[src/rtl/time_set_ctrl.sv]
// Seconds-of-day counter with button-driven set mode and a blink phase for the field being edited.
// Optional idle auto-exit from set mode is enabled by defining SET_TIMEOUT_EN.
module time_set_ctrl #(
    parameter int CNT_W         = 20,
    parameter int BLINK_CYCLES  = 25_000_000,
    parameter int TIMEOUT_TICKS = 10
) (
    input  logic             clk,
    input  logic             rst,
    input  logic             tick_1hz,
    input  logic             btn_mode,
    input  logic             btn_inc,
    input  logic             btn_dec,
    output logic [CNT_W-1:0] cnt_o,
    output logic [1:0]       mode_o,
    output logic             blink_o
);

    typedef enum logic [1:0] {
        RUN   = 2'd0,
        SET_H = 2'd1,
        SET_M = 2'd2,
        SET_S = 2'd3
    } state_t;

    localparam int DIV_W = (BLINK_CYCLES > 1) ? $clog2(BLINK_CYCLES) : 1;
    localparam logic [DIV_W-1:0] DIV_LAST  = DIV_W'(BLINK_CYCLES - 1);
    localparam logic [CNT_W-1:0] SEC_PER_H = CNT_W'(3600);
    localparam logic [CNT_W-1:0] SEC_PER_M = CNT_W'(60);

    state_t           state;
    state_t           state_n;
    logic [4:0]       hh;
    logic [4:0]       hh_n;
    logic [5:0]       mm;
    logic [5:0]       mm_n;
    logic [5:0]       ss;
    logic [5:0]       ss_n;
    logic [DIV_W-1:0] div;
    logic             adjust_up;
    logic             adjust_down;
    logic             any_btn;

    function automatic logic [5:0] wrap_up(input logic [5:0] v, input logic [5:0] top);
        return (v == top) ? 6'd0 : v + 6'd1;
    endfunction

    function automatic logic [5:0] wrap_down(input logic [5:0] v, input logic [5:0] top);
        return (v == 6'd0) ? top : v - 6'd1;
    endfunction

    // Simultaneous inc and dec cancel; a mode press swallows both.
    assign adjust_up   = btn_inc && !btn_dec && !btn_mode;
    assign adjust_down = btn_dec && !btn_inc && !btn_mode;
    assign any_btn     = btn_mode || btn_inc || btn_dec;
    assign mode_o      = state;

`ifdef SET_TIMEOUT_EN
    localparam int TO_W = $clog2(TIMEOUT_TICKS + 1);
    localparam logic [TO_W-1:0] TO_LAST = TO_W'(TIMEOUT_TICKS - 1);

    logic [TO_W-1:0] to_cnt;
    logic            timeout_hit;

    assign timeout_hit = (state != RUN) && tick_1hz && !any_btn && (to_cnt == TO_LAST);
`endif

    always_comb begin
        state_n = state;
        hh_n    = hh;
        mm_n    = mm;
        ss_n    = ss;
        case (state)
            RUN: begin
                if (tick_1hz) begin
                    if (ss == 6'd59) begin
                        ss_n = 6'd0;
                        if (mm == 6'd59) begin
                            mm_n = 6'd0;
                            hh_n = (hh == 5'd23) ? 5'd0 : hh + 5'd1;
                        end else begin
                            mm_n = mm + 6'd1;
                        end
                    end else begin
                        ss_n = ss + 6'd1;
                    end
                end
                if (btn_mode) state_n = SET_H;
            end
            SET_H: begin
                if (btn_mode) state_n = SET_M;
                if (adjust_up)   hh_n = 5'(wrap_up({1'b0, hh}, 6'd23));
                if (adjust_down) hh_n = 5'(wrap_down({1'b0, hh}, 6'd23));
            end
            SET_M: begin
                if (btn_mode) state_n = SET_S;
                if (adjust_up)   mm_n = wrap_up(mm, 6'd59);
                if (adjust_down) mm_n = wrap_down(mm, 6'd59);
            end
            SET_S: begin
                if (btn_mode) state_n = RUN;
                if (adjust_up)   ss_n = wrap_up(ss, 6'd59);
                if (adjust_down) ss_n = wrap_down(ss, 6'd59);
            end
            default: state_n = RUN;
        endcase
`ifdef SET_TIMEOUT_EN
        if (timeout_hit) state_n = RUN;
`endif
    end

    // cnt_o is built from the registered fields, so it trails them by one clock.
    always_ff @(posedge clk) begin
        if (rst) begin
            state   <= RUN;
            hh      <= 5'd0;
            mm      <= 6'd0;
            ss      <= 6'd0;
            cnt_o   <= '0;
            div     <= '0;
            blink_o <= 1'b0;
        end else begin
            state <= state_n;
            hh    <= hh_n;
            mm    <= mm_n;
            ss    <= ss_n;
            cnt_o <= CNT_W'(hh) * SEC_PER_H + CNT_W'(mm) * SEC_PER_M + CNT_W'(ss);
            if (state_n != state) begin
                div     <= '0;
                blink_o <= (state_n != RUN);
            end else if (state != RUN) begin
                if (div == DIV_LAST) begin
                    div     <= '0;
                    blink_o <= ~blink_o;
                end else begin
                    div <= div + 1'b1;
                end
            end
        end
    end

`ifdef SET_TIMEOUT_EN
    // Counts idle seconds while editing; any button press or state change restarts it.
    always_ff @(posedge clk) begin
        if (rst) begin
            to_cnt <= '0;
        end else if (state_n != state || any_btn || state == RUN) begin
            to_cnt <= '0;
        end else if (tick_1hz) begin
            to_cnt <= to_cnt + 1'b1;
        end
    end
`endif

endmodule

[config.mk]
export PLATFORM = sky130hd
export DESIGN_NAME = time_set_ctrl
export DESIGN_NICKNAME = d
export VERILOG_FILES = /design/src/rtl/time_set_ctrl.sv
export SDC_FILE = /design/constraint.sdc
export NUM_CORES = 1
export LEC_CHECK = 0
export BUFFER_PORTS_ARGS = -buffer_cell sky130_fd_sc_hd__buf_2
export CORE_UTILIZATION = 32
export DETAILED_ROUTE_END_ITERATION = 8
export SLEW_MARGIN = 30
export SYNTH_ARGS = -nofsm -noshare
export SYNTH_HDL_FRONTEND = slang
export SYNTH_SLANG_ARGS = --single-unit
export TNS_END_PERCENT = 10
[constraint.sdc]
create_clock -name clk -period 6.25 [get_ports clk]
set_input_delay 0 -clock clk [delete_from_list [all_inputs] [get_ports clk]]
set_output_delay 0 -clock clk [all_outputs]
set_load 0.02 [all_outputs]
==> results of run 1 <==
[power by group]
part | switching, W | leakage [nW] | internal, W
sequential | 0.00000988 | 0.509 | 0.000409
clock | 0.000197 | 0.127 | 0.000268
combinational | 0.0000542 | 1.78 | 0.0000319
[area by class of cell]
class	count	area [sq um]	share of cell area (%)
flip-flops and latches	63	1260	22.6
repair buffers	26	130	2.33
clock buffers	9	225	4.03
multi-input cells	457	3500	62.5
inverters	44	165	2.95
well taps	211	264	4.72
clock inverters	7	50.0	0.895
[state kept, by name (all words and copies together) (netlist names)]
register and count:
div 25, cnt_o 18, mm 6, ss 6, hh 5, mode_o 2, blink_o 1
[cell usage after synthesis, drive strengths merged, types with 3 or more instances]
cell     n
a211oi  11
a21boi   6
a21o     3
a21oi   26
a221oi   3
a311oi   5
and2     3
and3     9
buf     14
clkbuf   8
dfxtp   63
fa      15
ha      71
inv     44
mux2i    8
nand2   29
nand2b   5
nand3   31
nand4   12
nor2    72
nor2b    7
nor3    11
nor3b    3
nor4     4
nor4b    3
o211a    3
o211ai   7
o21a     3
o21ai   19
o31ai    4
or2      3
or3      3
xnor2   17
xor2    28
[worst paths after layout]
path                                from         to  slack [ps]
worst max-delay path               mm[3]  cnt_o[15]        1260
worst min register to register    div[1]     div[1]         500
worst max register to register     mm[3]  cnt_o[15]        1260
worst min-delay path            btn_mode     div[4]          20
[cell families (layout without fill, tap and decap cells)]
family | after synthesis | after routing | synth area share [%]
AND/OR/NAND/NOR | 204 | 204 | 20.3
multiplexers | 10 | 10 | 2.03
adder cells (fa/ha/maj) | 86 | 86 | 23.5
XOR/XNOR | 45 | 45 | 7.78
flip-flops | 63 | 63 | 24.9
AO/OA/AOI/OAI | 110 | 110 | 15.3
other | 1 | 2 | 0.0741
buffers and inverters | 66 | 86 | 6.10
[cells in the final DEF, fill, tap and decap left out, types with 12 or more instances in the layout]
cell type   n
xnor2_1    17
ha_1       71
nand4_1    12
nand2_1    29
xor2_1     28
buf_2      26
nand3_1    31
inv_1      44
fa_1       15
dfxtp_1    63
a21oi_1    26
o21ai_0    18
nor2_1     72
[metal layers]
layer,global-route usage [%],wire (um),vias to the layer above
li1,-,-,2077
met1,16.2,4960,1933
met2,23.8,5270,47
met3,2.00,265,15
met4,6.37,218,0
met5,0,0,-
[per-stage QoR]
stage | total power [W] | area, sq um | setup slack (ps) | std cells | util (%)
2_1_floorplan | 0.000495 | 5070 | 1610 | 586 | -
3_3_place_gp | 0.000512 | 5320 | 1340 | 801 | 34.7
3_5_place_dp | 0.000514 | 5320 | 1250 | 801 | 34.7
4_1_cts | 0.000980 | 5590 | 1250 | 817 | 36.5
5_1_grt | 0.00101 | 5590 | 969 | 817 | 36.5
6_report | 0.000970 | 5590 | 1260 | 817 | 36.5
==> results.json, run 1 <==
{
  "path_cells": "inv_1 > fa_1 > fa_1 > inv_1 > ha_1 > nor2b_1 > o21ai_0 > a21boi_0 > or4_1 > nand3_1 > ha_1 > ha_1 > o21ai_0 > a221o_1 > a211oi_1 > mux2_2",
  "wl_per_cell_um": 13.1,
  "crit_path_frequent_cell": "ha_1",
  "min_path_cells": 2,
  "ys_types": 65,
  "end_kind": "register",
  "fin_crit_sh_pct": 79.9,
  "ir_drop_uv": 111,
  "hold_class": "in2reg",
  "p_leak_nw": 2.42,
  "htreeDepth": 3,
  "worst_hold_slack_ps": 23.7,
  "place_congestion": 0.852,
  "worst_setup_path_start_kind": "register",
  "cts_tree": "done",
  "drc": 0,
  "fillers": 1594,
  "syn2layout_area_growth_pct": 10.5,
  "grt_pass1_wl_mm": 17.8,
  "die_h_um": 128,
  "clkSinkCount": 63,
  "die_area_sq_um": 16300,
  "core_sq_um": 15300,
  "clock_latency_ps": 340,
  "postCtsHoldBufs": 0,
  "drtIter0Drc": 258,
  "critical_path_class": "reg2reg",
  "cts_root_buffer": "clkbuf_16",
  "synth_seq_cells": 63,
  "grt_max_degree": 37,
  "post-route-min-period_ps": 4990,
  "port_buffers": 26,
  "report.final.slew_viol_count": 0,
  "synth_cells": 585,
  "crit_slowest_cell": "fa_1",
  "num_io_pins": 29,
  "drt_pre_antenna_iters": 4,
  "powerDensity_nw_per_um2": 173,
  "max_freq_ghz": 0.200,
  "cts_resized": 0,
  "antenna-diode-count": 0,
  "numCtsBuffers": 9,
  "tightest_slew_ps": 870,
  "critPathMaxStageDelay_ps": 510,
  "drive_gt1_share_pct": 9.24,
  "fin_tns_setup_ps": 0,
  "synthTopCellsByArea": "dfxtp_1 (25%), ha_1 (18%), fa_1 (5.9%), nor2_1 (5.3%), xor2_1 (4.8%)",
  "place_hpwl_mm": 8.11,
  "syn_area_per_cell_sq_um": 8.66,
  "hold_viol": 0,
  "rsz0062_at_grt": "no",
  "yosys_most_used_dff": "dfxtp_1",
  "finClkSkew_ps": 8.08,
  "vias": 4072,
  "async_reset_ff_share_pct": 0,
  "r2r_cells": 16,
  "grt_usage_pct": 13.5,
  "clk_path_buf_depth": 2,
  "cp_top_family": "adder cells",
  "antenna_found_initial": 0,
  "synth-seq-area-share_pct": 24.9,
  "grt_pass1_vias": 3858,
  "synth_top_area_share_pct": 24.9,
  "cp_max_fo": 7,
  "routed_via_density": 4.98,
  "outcome": "finished clean",
  "crit_arrival_ps": 5220,
  "die_x_um": 128,
  "synth-edff-count": 0,
  "drtAntennaViolNets": 0,
  "crit_buf_inv": 2,
  "relSlewSlack_pct": 41.8,
  "rows": 45,
  "yosysTopAreaCell": "dfxtp_1",
  "drt_wl_total_mm": 10.7,
  "path_depth": 16,
  "cts_setup_buffers": 0,
  "drv_cap": 0,
  "finalNetCount": 693,
  "synth_area_sq_um": 5060,
  "required_ps": 6470,
  "start_util_pct": 33.1,
  "clk_pin_slew_ps": 60,
  "ys_warn_count": 0,
  "overflow": 0,
  "final-setup-viol-count": 0
}
(Power assumes the default switching activity.)
==> run 2, diff against run 1 <==
==> constraint.sdc (replaced) <==
create_clock -name clk -period 4.4 [get_ports clk]
set_input_delay 0 -clock clk [delete_from_list [all_inputs] [get_ports clk]]
set_output_delay 0 -clock clk [all_outputs]
set_load 0.02 [all_outputs]
==> results.json, run 2 (same netlist as run 1, synthesis figures left out) <==
{
  "required_ps": 4630,
  "core_sq_um": 15300,
  "clock_latency_ps": 340,
  "largest-register": "div",
  "drt_pre_antenna_iters": 4,
  "drv_cap": 0,
  "antenna-diode-count": 0,
  "relSlewSlack_pct": 38.0,
  "overflow": 0,
  "clk_path_buf_depth": 2,
  "grt_usage_pct": 14.0,
  "place_hpwl_mm": 8.16,
  "crit_arrival_ps": 4510,
  "numCtsBuffers": 9,
  "cp_max_fo": 4,
  "post-route-min-period_ps": 4280,
  "min_path_cells": 2,
  "r2r_cells": 14,
  "fin_crit_sh_pct": 97.3,
  "fillers": 1552,
  "grt_pass1_wl_mm": 18.4,
  "die_h_um": 128,
  "start_util_pct": 33.1,
  "cts_tree": "done",
  "grt_pass1_vias": 3889,
  "final_common_cell": "nor2_1",
  "max_freq_ghz": 0.234,
  "hold_class": "in2reg",
  "grt_max_degree": 37,
  "finalNetCount": 713,
  "vias": 4188,
  "port_buffers": 26,
  "end_kind": "register",
  "reg2reg_slack_ps": 120,
  "regArea_sq_um": 1260,
  "multi_input_area_sq_um": 3610,
  "p_leak_nw": 2.52,
  "clk_pin_slew_ps": 60,
  "postCtsHoldBufs": 0,
  "die_x_um": 128,
  "drc": 0,
  "largest_register_ff_count": 25,
  "powerDensity_nw_per_um2": 236,
  "drt_wl_total_mm": 11.1,
  "clkSinkCount": 63,
  "routed_via_density": 5.00,
  "top_regs": "div: 25 flops, cnt_o: 18 flops",
  "stdcell_area_sq_um": 5860,
  "tightest_slew_ps": 927,
  "drive_gt1_share_pct": 15.2,
  "finClkSkew_ps": 5.54,
  "critical_path_class": "reg2reg",
  "ir_drop_uv": 187,
  "wl_per_cell_um": 13.2,
  "hold_viol": 0,
  "num_io_pins": 29,
  "drtAntennaViolNets": 0,
  "cts_root_buffer": "clkbuf_16",
  "outcome": "finished clean",
  "die_area_sq_um": 16300,
  "htreeDepth": 3,
  "drtIter0Drc": 215,
  "final-setup-viol-count": 0,
  "place_congestion": 0.855,
  "antenna_found_initial": 0,
  "syn2layout_area_growth_pct": 15.7,
  "worst_setup_path_start_kind": "register",
  "final_cell_mix": "nor2_1 (72), ha_1 (65), dfxtp_1 (60)",
  "rows": 45,
  "report.final.slew_viol_count": 0,
  "utilization_pct": 38.3,
  "place_area_sq_um": 5470
}
## run 2: report_power, final
group | switching, W | internal (W) | leakage (nW)
clock network | 0.000277 | 0.000380 | 0.127
logic | 0.0000796 | 0.0000512 | 1.89
registers | 0.0000128 | 0.000581 | 0.511
## run 2: cell type report
cell class / count / share of cell area (%)
multi-input combinational: 457 / 61.5
sequential: 63 / 21.6
timing repair buffer: 46 / 4.85
tap: 211 / 4.50
clock buffer: 9 / 3.84
inverter: 44 / 2.82
clock inverter: 7 / 0.854
## run 2: timing repair
item,in CTS,in global routing
pin swaps,4,12
endpoints found under the setup margin,2,4
buffers inserted,1,1
resized for setup,7,9
## run 2: path summary, 6_finish.rpt
check,start,to
max,mm[2],cnt_o[15]
min,btn_mode,div[4]
max reg2reg,mm[2],cnt_o[15]
min reg2reg,div[1],div[1]
## run 2: metrics by stage
| step | setup WS [ps] | hold WS [ps] | std cells | setup TNS [ps] | power, W |
|---|---|---|---|---|---|
| 3_3_place_gp | -31.4 | 373 | 819 | -31.4 | 0.000732 |
| 6_report | 119 | 37.8 | 837 | 0 | 0.00138 |
| 5_1_grt | -31.2 | 52.2 | 837 | -33.3 | 0.00145 |
| 4_1_cts | 1.17 | 7.27 | 836 | 0 | 0.00141 |
| 3_5_place_dp | -101 | 375 | 819 | -101 | 0.000733 |
| 2_1_floorplan | 27.7 | 244 | 586 | 0 | 0.000705 |
## run 2: routing by layer
layer	global-route usage (%)	up-vias	wire length [um]
met5	0	-	0
met4	5.74	0	240
met3	3.67	21	332
met2	23.7	41	5480
met1	16.9	1995	5000
li1	-	2131	-
## run 2: worst max-delay path, stage by stage, from the launching register on
cell,delay [ps]
dfxtp_2,340
fa_1,570
fa_1,440
ha_1,300
a21oi_2,140
nor2b_1,70
o31a_1,260
o41ai_2,300
xnor2_1,150
ha_1,350
ha_4,290
nand2_1,40
a221o_1,310
a211oi_2,270
mux2_4,330
==> run 3, diff against run 2 <==
--- a/config.mk
+++ b/config.mk
@@ -8,6 +8,7 @@
 export BUFFER_PORTS_ARGS = -buffer_cell sky130_fd_sc_hd__buf_2
 export CORE_UTILIZATION = 32
 export DETAILED_ROUTE_END_ITERATION = 8
+export RECOVER_POWER = 25
 export SLEW_MARGIN = 30
 export SYNTH_ARGS = -nofsm -noshare
 export SYNTH_HDL_FRONTEND = slang
==> results.json, run 3 (same netlist as run 1, synthesis figures left out) <==
{
  "vias": 4201,
  "seqPwrFrac_pct": 43.0,
  "die_x_um": 128,
  "critical_path_class": "reg2reg",
  "crit_arrival_ps": 4500,
  "place_congestion": 0.855,
  "ir_drop_uv": 187,
  "final_cell_mix": "nor2_1 (72), ha_1 (65), dfxtp_1 (60)",
  "drtIter0Drc": 247,
  "drt_wl_total_mm": 11.1,
  "htreeDepth": 3,
  "die_area_sq_um": 16300,
  "finalNetCount": 713,
  "critPathMaxStageDelay_ps": 570,
  "cp_top_family": "adder cells",
  "swShare_pct": 26.8,
  "clock_latency_ps": 340,
  "comb_power_share_pct": 9.4,
  "report.final.slew_viol_count": 0,
  "postCtsHoldBufs": 0,
  "largest-register": "div",
  "grt_pass1_wl_mm": 18.4,
  "drv_cap": 0,
  "fin_ws_ps": 121,
  "top_regs": "div: 25 flops, cnt_o: 18 flops",
  "largest_register_ff_count": 25,
  "fin_crit_sh_pct": 97.2,
  "crit_slowest_cell": "fa_1",
  "p_leak_nw": 2.44,
  "cts_root_buffer": "clkbuf_16",
  "clk_pin_slew_ps": 60,
  "stdcell_area_sq_um": 5840,
  "syn2layout_area_growth_pct": 15.3,
  "crit_buf_inv": 0,
  "p_int_w": 0.00101,
  "clkSinkCount": 63,
  "drt_pre_antenna_iters": 4,
  "port_buffers": 26,
  "cp_max_fo": 4,
  "place_area_sq_um": 5470,
  "finClkSkew_ps": 5.53,
  "worst_setup_path_start_kind": "register",
  "utilization_pct": 38.1,
  "post-route-min-period_ps": 4280,
  "routed_via_density": 5.02,
  "drive_gt1_share_pct": 12.1,
  "final-setup-viol-count": 0,
  "wl_per_cell_um": 13.2,
  "grt_usage_pct": 14.0,
  "powerDensity_nw_per_um2": 236,
  "start_util_pct": 33.1,
  "clockPowerShare_pct": 47.6,
  "core_sq_um": 15300,
  "final_common_cell": "nor2_1",
  "numCtsBuffers": 9,
  "dp_slack_ps": -101,
  "clk_path_buf_depth": 2,
  "tightest_slew_ps": 928,
  "path_cells": "fa_1 > fa_1 > ha_1 > a21oi_2 > nor2b_1 > o31a_1 > o41ai_2 > xnor2_1 > ha_1 > ha_4 > nand2_1 > a221o_1 > a211oi_2 > mux2_4",
  "reg2reg_slack_ps": 120,
  "drtAntennaViolNets": 0,
  "antenna_found_initial": 0,
  "fillers": 1565,
  "relSlewSlack_pct": 37.9,
  "hold_class": "in2reg",
  "end_kind": "register",
  "num_io_pins": 29,
  "cts_tree": "done",
  "switching_power_w": 0.000369,
  "required_ps": 4630,
  "grt_max_degree": 37,
  "rows": 45,
  "hold_viol": 0,
  "max_freq_ghz": 0.234,
  "outcome": "finished clean",
  "fin_tns_setup_ps": 0,
  "regArea_sq_um": 1260,
  "drc": 0,
  "die_h_um": 128,
  "multi_input_area_sq_um": 3610,
  "place_hpwl_mm": 8.16,
  "antenna-diode-count": 0,
  "grt_pass1_vias": 3889,
  "overflow": 0
}
run 3: cell count changes in the layout (fill, tap and decap cells not counted):
cell      change
clkbuf_1     +19
buf_2        -19
run 3: timing repair:
item	CTS	global route
endpoints found under the setup margin	2	4
setup buffers	1	1
pin swaps	4	12
resized for setup	7	9
run 3: final cells by class:
class / instances / share of cell area, %
multi-input cells: 457 / 61.8
flip-flops and latches: 63 / 21.7
well taps: 211 / 4.52
repair buffers: 46 / 4.46
clock buffers: 9 / 3.86
inverters: 44 / 2.83
clock inverters: 7 / 0.857
run 3: stage by stage:
stage | total power (W) | hold WS [ps] | cells
after CTS | 0.00141 | 7.27 | 836
after floorplan | 0.000705 | 244 | 586
after global placement | 0.000732 | 373 | 819
final | 0.00138 | 37.8 | 837
after global routing | 0.00144 | 52.2 | 837
after detailed placement | 0.000733 | 375 | 819
run 3: routing by layer:
| layer | vias to the layer above | wire [um] | GRT usage [%] |
|---|---|---|---|
| met5 | - | 0 | 0 |
| met4 | 0 | 238 | 5.74 |
| met3 | 22 | 356 | 3.67 |
| met2 | 52 | 5480 | 23.7 |
| met1 | 1999 | 5000 | 16.9 |
| li1 | 2128 | - | - |
run 3: power by group through the flow:
stage | Clock [W] | Sequential [W] | Combinational (W)
floorplan | 0 | 0.000608 | 0.0000966
finish | 0.000657 | 0.000594 | 0.000130
global route | 0.000705 | 0.000595 | 0.000145
CTS | 0.000684 | 0.000594 | 0.000130
detailed placement | 0 | 0.000606 | 0.000127
global placement | 0 | 0.000606 | 0.000126
run 3: final timing paths:
kind | start | end | cells after the start
setup / recovery | mm[2] | cnt_o[15] | 14
hold / removal | btn_mode | div[4] | 2
setup reg to reg | mm[2] | cnt_o[15] | 14
hold reg to reg | div[1] | div[1] | 2
